==> src/rtl/cache_pkg.sv <==
// Shared widths, address-field positions and controller state encoding for the
// direct-mapped read cache (3-bit tag, 10-bit index, 2-bit word offset).
package cache_pkg;
    localparam int WORD_W          = 32;
    localparam int WORDS_PER_BLOCK = 4;
    localparam int BLOCK_W         = WORDS_PER_BLOCK * WORD_W;
    localparam int TAG_W           = 3;
    localparam int INDEX_W         = 10;
    localparam int OFFSET_W        = 2;
    localparam int ADDR_W          = TAG_W + INDEX_W + OFFSET_W;

    localparam int OFFSET_LSB = 0;
    localparam int INDEX_LSB  = OFFSET_W;
    localparam int TAG_LSB    = OFFSET_W + INDEX_W;

    typedef enum logic [2:0] {
        IDLE,
        LOOKUP,
        CHECK,
        MEM_WAIT,
        FILL,
        RESPOND
    } state_t;

    function automatic logic [ADDR_W-1:0] block_addr(input logic [ADDR_W-1:0] a);
        return {a[ADDR_W-1:INDEX_LSB], {OFFSET_W{1'b0}}};
    endfunction

    // Word k of a block lives at bits [32k+31:32k].
    function automatic logic [WORD_W-1:0] word_sel(input logic [BLOCK_W-1:0] blk,
                                                   input logic [OFFSET_W-1:0] off);
        return blk[off*WORD_W +: WORD_W];
    endfunction
endpackage

==> src/rtl/cache_sat_counter.sv <==
// Performance counter that sticks at its maximum value instead of wrapping.
module cache_sat_counter #(
    parameter int CNT_W = 16
) (
    input  logic             clk,
    input  logic             rst,
    input  logic             inc,
    output logic [CNT_W-1:0] count
);
    function automatic logic [CNT_W-1:0] sat_inc(input logic [CNT_W-1:0] v);
        return (&v) ? v : v + {{(CNT_W-1){1'b0}}, 1'b1};
    endfunction

    always_ff @(posedge clk or posedge rst) begin
        if (rst)
            count <= '0;
        else if (inc)
            count <= sat_inc(count);
    end
endmodule

==> src/rtl/cache_read_controller.sv <==
// Read sequencer between the CPU port, the direct-mapped cache array and main
// memory: lookup, refill on miss, and saturating access/hit statistics.
module cache_read_controller
    import cache_pkg::*;
#(
    parameter int CNT_W = 16
) (
    input  logic               clk,
    input  logic               rst,
    input  logic               cpu_rd_req,
    input  logic [ADDR_W-1:0]  cpu_addr,
    output logic               cpu_busy,
    output logic               cpu_ready,
    output logic [WORD_W-1:0]  cpu_data,
    output logic [ADDR_W-1:0]  cache_addr,
    output logic               cache_read,
    output logic               cache_en,
    output logic [BLOCK_W-1:0] cache_data_in,
    input  logic [WORD_W-1:0]  cache_data_out,
    input  logic               cache_hit,
    output logic               mem_rd_req,
    output logic [ADDR_W-1:0]  mem_addr,
    input  logic               mem_ack,
    input  logic [BLOCK_W-1:0] mem_data,
    output logic [CNT_W-1:0]   access_count,
    output logic [CNT_W-1:0]   hit_count
);
    state_t state;
    logic   acc_inc;
    logic   hit_inc;

    // cache_addr doubles as the latched request address; offsets are always
    // taken from it so a changing cpu_addr cannot disturb an in-flight read.
    always_ff @(posedge clk or posedge rst) begin
        if (rst) begin
            state         <= IDLE;
            cpu_busy      <= 1'b0;
            cpu_ready     <= 1'b0;
            cpu_data      <= '0;
            cache_addr    <= '0;
            cache_read    <= 1'b1;
            cache_en      <= 1'b0;
            cache_data_in <= '0;
            mem_rd_req    <= 1'b0;
            mem_addr      <= '0;
        end else begin
            case (state)
                IDLE: begin
                    if (cpu_rd_req) begin
                        cache_addr <= cpu_addr;
                        cpu_busy   <= 1'b1;
                        cache_en   <= 1'b1;
                        cache_read <= 1'b1;
                        state      <= LOOKUP;
                    end
                end
                LOOKUP: begin
                    cache_en <= 1'b0;
                    state    <= CHECK;
                end
                CHECK: begin
                    if (cache_hit) begin
                        cpu_data  <= cache_data_out;
                        cpu_ready <= 1'b1;
                        state     <= RESPOND;
                    end else begin
                        mem_rd_req <= 1'b1;
                        mem_addr   <= block_addr(cache_addr);
                        state      <= MEM_WAIT;
                    end
                end
                MEM_WAIT: begin
                    if (mem_ack) begin
                        mem_rd_req    <= 1'b0;
                        cache_data_in <= mem_data;
                        cpu_data      <= word_sel(mem_data, cache_addr[OFFSET_W-1:OFFSET_LSB]);
                        cache_en      <= 1'b1;
                        cache_read    <= 1'b0;
                        state         <= FILL;
                    end
                end
                FILL: begin
                    cache_en   <= 1'b0;
                    cache_read <= 1'b1;
                    cpu_ready  <= 1'b1;
                    state      <= RESPOND;
                end
                RESPOND: begin
                    cpu_ready <= 1'b0;
                    cpu_busy  <= 1'b0;
                    state     <= IDLE;
                end
                default: state <= IDLE;
            endcase
        end
    end

    // Every CHECK cycle is one lookup; a hit seen there is one hit.
    assign acc_inc = (state == CHECK);
    assign hit_inc = (state == CHECK) && cache_hit;

    cache_sat_counter #(.CNT_W(CNT_W)) u_access_cnt (
        .clk   (clk),
        .rst   (rst),
        .inc   (acc_inc),
        .count (access_count)
    );

    cache_sat_counter #(.CNT_W(CNT_W)) u_hit_cnt (
        .clk   (clk),
        .rst   (rst),
        .inc   (hit_inc),
        .count (hit_count)
    );
endmodule
==> config.mk <==
export PLATFORM = sky130hd
export DESIGN_NAME = cache_read_controller
export DESIGN_NICKNAME = d
export VERILOG_FILES = /design/src/rtl/cache_pkg.sv /design/src/rtl/cache_sat_counter.sv /design/src/rtl/cache_read_controller.sv
export SDC_FILE = /design/constraint.sdc
export NUM_CORES = 1
export LEC_CHECK = 0
export BUFFER_PORTS_ARGS = -buffer_cell sky130_fd_sc_hd__buf_2
export CORE_MARGIN = 10
export CORE_UTILIZATION = 50
export CTS_BUF_LIST = sky130_fd_sc_hd__clkbuf_4
export CTS_CLUSTER_SIZE = 8
export DETAILED_ROUTE_END_ITERATION = 6
export GPL_TIMING_DRIVEN = 0
export PLACE_DENSITY = 0.83
export SLEW_MARGIN = 10
export SYNTH_ARGS = -nofsm -noshare
export SYNTH_HDL_FRONTEND = slang
export SYNTH_SLANG_ARGS = --single-unit
==> constraint.sdc <==
create_clock -name clk -period 15.71 [get_ports clk]
set_clock_uncertainty 0.1 [all_clocks]
set_input_delay 1.571 -clock clk [delete_from_list [all_inputs] [get_ports clk]]
set_output_delay 1.571 -clock clk [all_outputs]
set_load 0.02 [all_outputs]
==> results of run 1 <==
[flip-flops by register name, indices dropped and copies added, names as in the netlist]
name                count
cache_addr             15
cache_data_in         128
cache_en                1
cache_read              1
cpu_busy                1
cpu_data               32
cpu_ready               1
mem_addr               13
mem_rd_req              1
state                   3
u_access_cnt.count     16
u_hit_cnt.count        16
[kinds of logic (layout without fill, tap and decap cells)]
family | after synthesis | in the layout
xor gates and xnor gates | 24 | 24
and+or+nand+nor | 190 | 190
buffers and inverters | 48 | 554
AOI/OAI and AO/OA | 54 | 54
adders and majority gates | 2 | 2
other | 1 | 5
DFF | 228 | 228
muxes | 191 | 191
[how the worst max path moves through the flow]
stage / start / to / slack [ps] / depth (start not counted)
after floorplan: rst / cache_addr[0]$_DFFE_PP0P_ / 7790 / 1
after global placement: rst / cache_data_in[90]$_DFFE_PP0P_ / 5260 / 2
after detailed placement: mem_ack / cache_data_in[85]$_DFFE_PP0P_ / 12230 / 5
after CTS: u_access_cnt.count[5]$_DFFE_PP0P_ / access_count[5] / 12570 / 1
after global routing: u_access_cnt.count[5]$_DFFE_PP0P_ / access_count[5] / 12560 / 1
final: u_access_cnt.count[5]$_DFFE_PP0P_ / access_count[5] / 12640 / 1
[cells in the final DEF (no fill, tap or decap), types with 2 or more instances in the layout]
cell	count
xor2_1	17
nand2_1	84
nor4_4	3
nor3b_1	2
nand2b_1	3
mux2_2	159
and3_1	3
o21ai_0	3
clkbuf_1	15
a21o_1	2
buf_4	2
clkinv_1	6
nor2_1	44
nand3_1	9
a21oi_1	10
nor2_2	2
buf_1	3
buf_2	427
nand4b_1	3
diode_2	3
nor4_1	6
xnor2_1	7
nor3_1	8
mux4_2	32
conb_1	2
a31oi_1	33
nor4b_2	2
nand4_1	7
dfrtp_1	227
clkbuf_4	95
ha_1	2
inv_1	4
[report_power, final]
part           switching, uW  internal (uW)  total (uW)
Clock                    237            269         506
Sequential               155            859        1010
Combinational            830            547        1380
Total                   1220           1680        2900
[cell type report]
class                   count  area [um2]
inverters                   5       26.28
plain buffers              43       197.7
diodes                      3       7.507
repair buffers            405        2049
clock buffers              95       713.2
multi-input cells         463        4074
well taps                 265       331.6
flip-flops and latches    228        5707
fillers                  1507        6461
clock inverters             6       22.52
[metal layers]
metal | part of all wire, % | track usage [%]
met1 | 35 | 26.87
met2 | 52 | 45.60
met3 | 9.1 | 9.710
met4 | 3.3 | 10.38
met5 | 0 | 0
[cells in the mapped netlist (2+ instances only)]
cell | n | share of area, %
xnor2_1 | 7 | 0.61
a21oi_1 | 10 | 0.50
nand2b_1 | 3 | 0.19
o21ai_0 | 3 | 0.15
xor2_1 | 17 | 1.5
nand4b_1 | 3 | 0.26
buf_1 | 3 | 0.11
a21o_1 | 2 | 0.15
clkbuf_1 | 15 | 0.56
nor2_1 | 44 | 1.7
and3_1 | 3 | 0.19
buf_4 | 2 | 0.15
mux2_2 | 159 | 18
ha_1 | 2 | 0.25
nor4_1 | 6 | 0.38
nor3b_1 | 2 | 0.15
nand3_1 | 9 | 0.45
nor3_1 | 8 | 0.40
nor2_2 | 2 | 0.13
dfrtp_1 | 227 | 57
buf_2 | 23 | 1.2
nor4b_2 | 2 | 0.30
nand4_1 | 7 | 0.44
nand2_1 | 84 | 3.2
nor4_4 | 3 | 0.64
inv_1 | 5 | 0.19
a31oi_1 | 33 | 2.1
mux4_2 | 32 | 7.2
[per-stage QoR]
| stage | setup WS, ps | cells |
|---|---|---|
| floorplan | 7793 | 739 |
| global placement | 5264 | 1408 |
| detailed placement | 12230 | 1409 |
| CTS | 12570 | 1510 |
| global route | 12560 | 1512 |
| finish | 12640 | 1513 |
==> impl_metrics.env, run 1 <==
export IMPL_worst_path_largest_cell_delay_ps=500
export IMPL_hpwl_um=26570
export IMPL_p_leak_uw=0.006537
export IMPL_cp_data_arrival_time_ps=1400
export IMPL_die_h_um=161.4
export IMPL_syn_to_final_growth_pct=31.38
export IMPL_crit_path_end_kind="output port"
export IMPL_hold_ws_ps=372.7
export IMPL_whs_endpoint="cpu_ready$_DFFE_PP0P_"
export IMPL_ioPinCount=407
export IMPL_drt_iter0_drc=519
export IMPL_wl_um=34490
export IMPL_slew_headroom_pct=39.29
export IMPL_critPathSlowestCell="dfrtp_1"
export IMPL_synth_cells=738
export IMPL_rows=51
export IMPL_ff2ff_setup_slack_ps=13380
export IMPL_core_area_um2=19590
export IMPL_first_pass_iters=4
export IMPL_grt_max_degree=119
export IMPL_cts_tree="done"
export IMPL_synth_adder_area_share_pct=0.2504
export IMPL_min_period_ps=3071
export IMPL_synth_cell_types=50
export IMPL_synth_mux_area_share_pct=25.13
export IMPL_placed_area_um2=12390
export IMPL_ys_seq_area_share_pct=57.11
export IMPL_critPathKind="register to output port"
export IMPL_drv_slew=0
export IMPL_yosysWarnings=0
export IMPL_clk_pin_slew_ps=80
export IMPL_post_cts_buffers=0
export IMPL_power_uw=2897
export IMPL_viasPerCell=5.403
export IMPL_synth_top_family_by_area="multiplexers"
export IMPL_synth_area_um2=9993
export IMPL_clkLatencyLatePin_ps=660
export IMPL_powerDensity_nw_per_um2=220.7
export IMPL_clock_sinks=228
export IMPL_synth_edf_count=0
export IMPL_post_cts_resize_count=0
export IMPL_initial_core_util_pct=51.01
export IMPL_vdd_drop_max_v=0.0001351
export IMPL_grt_pass1_wl_um=52240
export IMPL_fmax_mhz=325.6
export IMPL_synthFlopType="dfrtp_1"
export IMPL_antenna_found_initial=3
export IMPL_postCtsHoldBufs=0
export IMPL_worst_setup_path_start_kind="register"
export IMPL_critical_path_max_fanout=7
export IMPL_synth_simple_area_share_pct=9.828
export IMPL_finish_instance_area_um2=13130
export IMPL_crit_family="flip-flops"
export IMPL_status="completed"
export IMPL_synth_compound_area_share_pct=3.380
export IMPL_synth_xor_area_share_pct=2.103
export IMPL_drv_cap=0
export IMPL_clock_root_buffer="clkbuf_4"
export IMPL_hp_class="register to register"
export IMPL_min_from="cpu_ready$_DFFE_PP0P_"
export IMPL_die_x_um=161.4
export IMPL_setup_tns_ps=0
export IMPL_reg2reg_depth=5
export IMPL_die_area_um2=26040
export IMPL_path_buf_inv=1
export IMPL_worst_pin_slew_ps=910.6
export IMPL_setup_violations_final=0
export IMPL_r2r_start="state[1]$_DFFE_PP0P_"
export IMPL_drc=0
export IMPL_port_buffers=404
export IMPL_r2r_end="cache_data_in[80]$_DFFE_PP0P_"
export IMPL_async_reset_ff_share_pct=100.0
export IMPL_wire_per_inst_um=22.80
export IMPL_numCtsBuffers=59
export IMPL_synth_area_per_cell_um2=13.54
export IMPL_cts_max_path_buffers=3
export IMPL_nets=1387
export IMPL_grt_remaining_overflow=0
export IMPL_crit_chain="buf_2"
export IMPL_critPathRequiredTime_ps=14040
export IMPL_grt_pass1_vias=9152
export IMPL_rsz0062_at_grt="no"
export IMPL_gp_congestion=0.8754
export IMPL_drive_gt1_share_pct=58.80
export IMPL_ys_ff_latch=228
export IMPL_min_delay_path_depth=1
export IMPL_h_tree_depth=2
export IMPL_timing_final_crit_share_pct=19.55
export IMPL_hold_viol=0
export IMPL_grt_util_all_layers_pct=25.70
export IMPL_drtAntennaViolNets=0
export IMPL_final_core_utilization_pct=67.02
export IMPL_dr_total_vias=8175
(Power assumes the default switching activity.)
==> inputs of run 2 (changes only) <==
--- a/config.mk
+++ b/config.mk
@@ -7,12 +7,12 @@
 export LEC_CHECK = 0
 export BUFFER_PORTS_ARGS = -buffer_cell sky130_fd_sc_hd__buf_2
 export CORE_MARGIN = 10
-export CORE_UTILIZATION = 50
+export CORE_UTILIZATION = 45
 export CTS_BUF_LIST = sky130_fd_sc_hd__clkbuf_4
 export CTS_CLUSTER_SIZE = 8
 export DETAILED_ROUTE_END_ITERATION = 6
 export GPL_TIMING_DRIVEN = 0
-export PLACE_DENSITY = 0.83
+export PLACE_DENSITY = 0.79
 export SLEW_MARGIN = 10
 export SYNTH_ARGS = -nofsm -noshare
 export SYNTH_HDL_FRONTEND = slang
==> constraint.sdc (replaced) <==
create_clock -name clk -period 2.8 [get_ports clk]
set_clock_uncertainty 0.1 [all_clocks]
set_input_delay 0.28 -clock clk [delete_from_list [all_inputs] [get_ports clk]]
set_output_delay 0.28 -clock clk [all_outputs]
set_load 0.02 [all_outputs]
==> run 2 against run 1 <==
Clock power rose to 6.0 times the previous value. Routed wire length rose by 20%. Sequential share of layout area fell by 5.8 points. Power rose to 5.9 times the previous value. Combinational power rose to 5.9 times the previous value. Final cell count rose by 14%. Die area rose by 9.7%. Worst setup slack got worse by 12000 ps. Sequential power rose to 5.8 times the previous value. Utilization rose by 2.3 points. Count of clock-buffer cells in the layout rose by 6. Critical path depth rose by 4.
==> impl_metrics.env, run 2 (synthesis results as in run 1) <==
export IMPL_status="completed"
export IMPL_top_regs="cache_data_in (128), cpu_data (32)"
export IMPL_gp_congestion=0.8926
export IMPL_drc=0
export IMPL_grt_util_all_layers_pct=28.05
export IMPL_layout_common_cells="buf_2, dfrtp_1, dlygate4sd3_1"
export IMPL_wl_um=41540
export IMPL_die_h_um=169.0
export IMPL_worst_setup_path_start_kind="register"
export IMPL_cts_max_path_buffers=3
export IMPL_critPathKind="register to register"
export IMPL_clkLatencyLatePin_ps=660
export IMPL_hp_class="input pin to asynchronous set/reset pin"
export IMPL_critical_path_max_fanout=10
export IMPL_final_core_utilization_pct=69.34
export IMPL_clk_pin_slew_ps=80
export IMPL_placed_area_um2=12530
export IMPL_startpoint="state[0]$_DFFE_PP0P_"
export IMPL_syn_to_final_growth_pct=51.43
export IMPL_drv_cap=0
export IMPL_worst_pin_slew_ps=885.4
export IMPL_p_leak_uw=0.007376
export IMPL_nets=1575
export IMPL_dr_total_vias=9361
export IMPL_cts_tree="done"
export IMPL_die_area_um2=28570
export IMPL_port_buffers=404
export IMPL_drive_gt1_share_pct=51.77
export IMPL_top_register="cache_data_in"
export IMPL_h_tree_depth=2
export IMPL_grt_pass1_wl_um=62330
export IMPL_fillers=1452
export IMPL_hold_ws_ps=141.1
export IMPL_post_cts_buffers=0
export IMPL_min_period_ps=2347
export IMPL_timing_final_crit_share_pct=83.82
export IMPL_viasPerCell=5.427
export IMPL_clock_sinks=228
export IMPL_ioPinCount=407
export IMPL_mostFrequentLayoutCell="buf_2"
export IMPL_cp_data_arrival_time_ps=2720
export IMPL_rows=54
export IMPL_largest_register_ffs=128
export IMPL_grt_remaining_overflow=0
export IMPL_setup_violations_final=0
export IMPL_wire_per_inst_um=24.08
export IMPL_first_pass_iters=5
export IMPL_hold_viol=0
export IMPL_vdd_drop_max_v=0.0008207
export IMPL_fmax_mhz=426.1
export IMPL_critPathRequiredTime_ps=3170
export IMPL_rsz0062_at_grt="no"
export IMPL_initial_core_util_pct=45.79
export IMPL_drtAntennaViolNets=0
export IMPL_hpwl_um=27530
export IMPL_die_x_um=169.0
export IMPL_slew_headroom_pct=40.97
export IMPL_ff2ff_setup_slack_ps=450
export IMPL_grt_max_degree=38
export IMPL_clock_root_buffer="clkbuf_4"
export IMPL_drv_slew=0
export IMPL_r2r_start="state[0]$_DFFE_PP0P_"
export IMPL_numCtsBuffers=61
export IMPL_antenna_found_initial=4
export IMPL_grt_pass1_vias=10600
export IMPL_core_area_um2=21820
export IMPL_crit_path_end_kind="register"
export IMPL_powerDensity_nw_per_um2=1127
export IMPL_drt_iter0_drc=747
export IMPL_finish_instance_area_um2=15130
==> run 2: what timing repair did <==
item	4_1_cts	5_1_grt
resized for setup	0	0
hold buffers	180	0
hold endpoints to repair	295	0
==> run 2: cell type report <==
class                      instances  area [um2]  area share [%]
buffer                            43       197.7           1.306
multi-input combinational        463        4074           26.92
clock inverter                     8       30.03          0.1984
antenna                            6       15.01         0.09921
clock buffer                     101       758.2           5.010
inverter                           5       22.52          0.1488
timing repair buffer             591        3979           26.29
sequential                       228        5707           37.71
tap                              280       350.3           2.315
==> run 2: where the power goes <==
| part | switching (uW) | internal, uW | total (uW) |
|---|---|---|---|
| combinational | 4910 | 3270 | 8180 |
| clock | 1420 | 1610 | 3030 |
| sequential | 1010 | 4820 | 5840 |
| total | 7350 | 9700 | 17100 |
==> run 2: critical path: stages (launching register included) <==
cell	delay, ps
dfrtp_1	470
nand4bb_1	210
buf_2	200
nand2_1	360
clkbuf_1	570
a31oi_1	240
==> run 2: final timing paths <==
check | end | cells past startpoint
setup / recovery | cpu_data[23]$_DFFE_PP0P_ | 5
hold reg to reg | cache_read$_DFFE_PP1P_ | 2
setup reg to reg | cpu_data[23]$_DFFE_PP0P_ | 5
hold / removal | cache_data_in[58]$_DFFE_PP0P_ | 3
min in group clk | cache_data_in[5]$_DFFE_PP0P_ | 3
max in group asynchronous | cpu_data[12]$_DFFE_PP0P_ | 6
==> run 2: routing by layer <==
| metal | up-vias | GRT usage, % | routed length [um] |
|---|---|---|---|
| met4 | 0 | 17.60 | 2466 |
| met3 | 173 | 7.897 | 3442 |
| met5 | - | 0 | 0 |
| li1 | 3992 | - | - |
| met1 | 4597 | 29.84 | 14250 |
| met2 | 599 | 48.25 | 21380 |
==> run 2: through the flow <==
| step | worst slack (ps) | TNS (ps) | power (uW) | instances |
|---|---|---|---|---|
| detailed placement | 510.2 | 0 | 13550 | 1430 |
| global route | 313.2 | 0 | 17870 | 1723 |
| finish | 453.0 | 0 | 17050 | 1725 |
| floorplan | -559.2 | -126930 | 10530 | 739 |
| CTS | 498.6 | 0 | 16800 | 1719 |
| global placement | -1967 | -442940 | 13280 | 1423 |
==> inputs of run 3 (changes only) <==
==> constraint.sdc (replaced) <==
create_clock -name clk -period 2.1 [get_ports clk]
set_clock_uncertainty 0.1 [all_clocks]
set_input_delay 0.21 -clock clk [delete_from_list [all_inputs] [get_ports clk]]
set_output_delay 0.21 -clock clk [all_outputs]
set_load 0.02 [all_outputs]
==> run 3 against run 2 <==
Die area stayed put. Global-route usage is 0.084 points higher. Final area is 0.90% higher. Critical path depth stayed put. Largest cell class unchanged.
==> impl_metrics.env, run 3 (synthesis results as in run 1) <==
export IMPL_antenna_found_initial=2
export IMPL_worst_path_largest_cell_delay_ps=390
export IMPL_h_tree_depth=2
export IMPL_critPathRequiredTime_ps=2540
export IMPL_clock_root_buffer="clkbuf_4"
export IMPL_drt_iter0_drc=721
export IMPL_fillers=1441
export IMPL_hpwl_um=27530
export IMPL_grt_pass1_vias=10620
export IMPL_port_buffers=404
export IMPL_nets=1583
export IMPL_vdd_drop_max_v=0.001100
export IMPL_drv_slew=0
export IMPL_cts_tree="done"
export IMPL_gp_congestion=0.8926
export IMPL_dr_total_vias=9465
export IMPL_rows=54
export IMPL_layout_common_cells="buf_2, dfrtp_1, dlygate4sd3_1"
export IMPL_setup_violations_final=0
export IMPL_die_x_um=169.0
export IMPL_reg2reg_depth=5
export IMPL_worst_pin_slew_ps=638.7
export IMPL_timing_final_crit_share_pct=97.85
export IMPL_first_pass_iters=7
export IMPL_p_leak_uw=0.007495
export IMPL_grt_remaining_overflow=0
export IMPL_crit_chain="buf_2 -> nand4b_1 -> buf_2 -> buf_2 -> mux2_2"
export IMPL_status="completed"
export IMPL_critPathKind="register to register"
export IMPL_cts_max_path_buffers=3
export IMPL_drc=0
export IMPL_drtAntennaViolNets=0
export IMPL_ioPinCount=407
export IMPL_wire_per_inst_um=24.15
export IMPL_wl_um=41800
export IMPL_grt_max_degree=38
export IMPL_clk_pin_slew_ps=80
export IMPL_critPathSlowestCell="dfrtp_1"
export IMPL_place_inst=1430
export IMPL_hold_viol=0
export IMPL_clock_sinks=228
export IMPL_placed_area_um2=12530
export IMPL_clkLatencyLatePin_ps=660
export IMPL_syn_to_final_growth_pct=52.80
export IMPL_core_area_um2=21820
export IMPL_viasPerCell=5.468
export IMPL_final_cells=1731
export IMPL_mostFrequentLayoutCell="buf_2"
export IMPL_die_h_um=169.0
export IMPL_critical_path_max_fanout=10
export IMPL_top_regs="cache_data_in (128), cpu_data (32)"
export IMPL_numCtsBuffers=61
export IMPL_hp_class="input pin to asynchronous set/reset pin"
export IMPL_worst_setup_path_start_kind="register"
export IMPL_grt_pass1_wl_um=62490
export IMPL_slew_headroom_pct=57.33
export IMPL_top_register="cache_data_in"
export IMPL_initial_core_util_pct=45.79
export IMPL_largest_register_ffs=128
export IMPL_grt_util_all_layers_pct=28.14
export IMPL_fmax_mhz=486.6
export IMPL_crit_path_end_kind="register"
export IMPL_min_period_ps=2055
export IMPL_rsz0062_at_grt="yes"
export IMPL_finish_instance_area_um2=15270
export IMPL_cp_data_arrival_time_ps=2490
export IMPL_path_common_cell="buf_2"
export IMPL_powerDensity_nw_per_um2=1500
export IMPL_drv_cap=0
export IMPL_die_area_um2=28570
export IMPL_drive_gt1_share_pct=53.21
[run 3: cell count changes in the layout (fill, tap and decap cells not counted), sizes merged]
| cell | delta |
|---|---|
| clkbuf | +7 |
| diode | -2 |
| clkdlybuf4s15 | +1 |
[run 3: final timing paths]
kind | from | end | slack (ps)
worst max-delay path | state[1]$_DFFE_PP0P_ | cache_data_in[70]$_DFFE_PP0P_ | 50
worst min-delay path | rst | cache_data_in[92]$_DFFE_PP0P_ | 80
worst max register to register | state[1]$_DFFE_PP0P_ | cache_data_in[70]$_DFFE_PP0P_ | 50
worst min register to register | cpu_ready$_DFFE_PP0P_ | cpu_ready$_DFFE_PP0P_ | 380
max in group asynchronous | rst | cache_read$_DFFE_PP1P_ | 740
min in group clk | mem_data[5] | cache_data_in[5]$_DFFE_PP0P_ | 210
[run 3: timing repair]
action / in CTS / in global routing
hold buffers: 180 / 0
cloned: 0 / 0
buffers inserted: 0 / 8
endpoints found under the hold margin: 295 / 0
endpoints found under the setup margin: 170 / 101
resized for setup: 17 / 24
pin swaps: 0 / 3
[run 3: where the power goes]
part	switching (uW)	leakage, uW	internal (uW)
combinational	6600	0.00427	4470
sequential	1360	0.00274	6430
clock	1910	0.000480	2140
[run 3: cell type report]
type                            count  area [um2]  share of cell area [%]
Antenna cell                        4       10.01                 0.06555
Buffer                             43       256.5                   1.680
Clock buffer                      101       758.2                   4.966
Clock inverter                      8       30.03                  0.1967
Inverter                            5       22.52                  0.1475
Multi-Input combinational cell    463        4096                   26.83
Sequential cell                   228        5707                   37.37
Tap cell                          280       350.3                   2.294
Timing Repair Buffer              599        4039                   26.45
[run 3: worst max-delay path: cells and delay by family, from the launching register on]
| kind | cells | cell delay, ps |
|---|---|---|
| buf+inv | 3 | 830 |
| flops | 1 | 390 |
| mux | 1 | 390 |
| simple gates | 1 | 220 |
[run 3: per-layer routing]
| metal | global-route usage, % | routed length, um | vias to the layer above |
|---|---|---|---|
| li1 | - | - | 4017 |
| met1 | 30.12 | 14580 | 4673 |
| met2 | 48.85 | 21490 | 608 |
| met3 | 7.712 | 3460 | 167 |
| met4 | 16.51 | 2266 | 0 |
| met5 | 0 | 0 | - |
[run 3: per-stage QoR]
| stage | total power, uW | hold slack, ps | worst slack (ps) | utilization (%) | setup TNS [ps] |
|---|---|---|---|---|---|
| 5_1_grt | 23970 | 76.75 | -34.91 | 69.95 | -602.8 |
| 4_1_cts | 22440 | 39.61 | 13.57 | 69.44 | 0 |
| 6_report | 22910 | 84.57 | 45.06 | 69.97 | 0 |
| 3_3_place_gp | 17710 | 341.6 | -2597 | 56.70 | -604560 |
| 2_1_floorplan | 14040 | 224.7 | -1189 | - | -270360 |
| 3_5_place_dp | 18070 | 215.4 | -189.8 | 57.41 | -13620 |
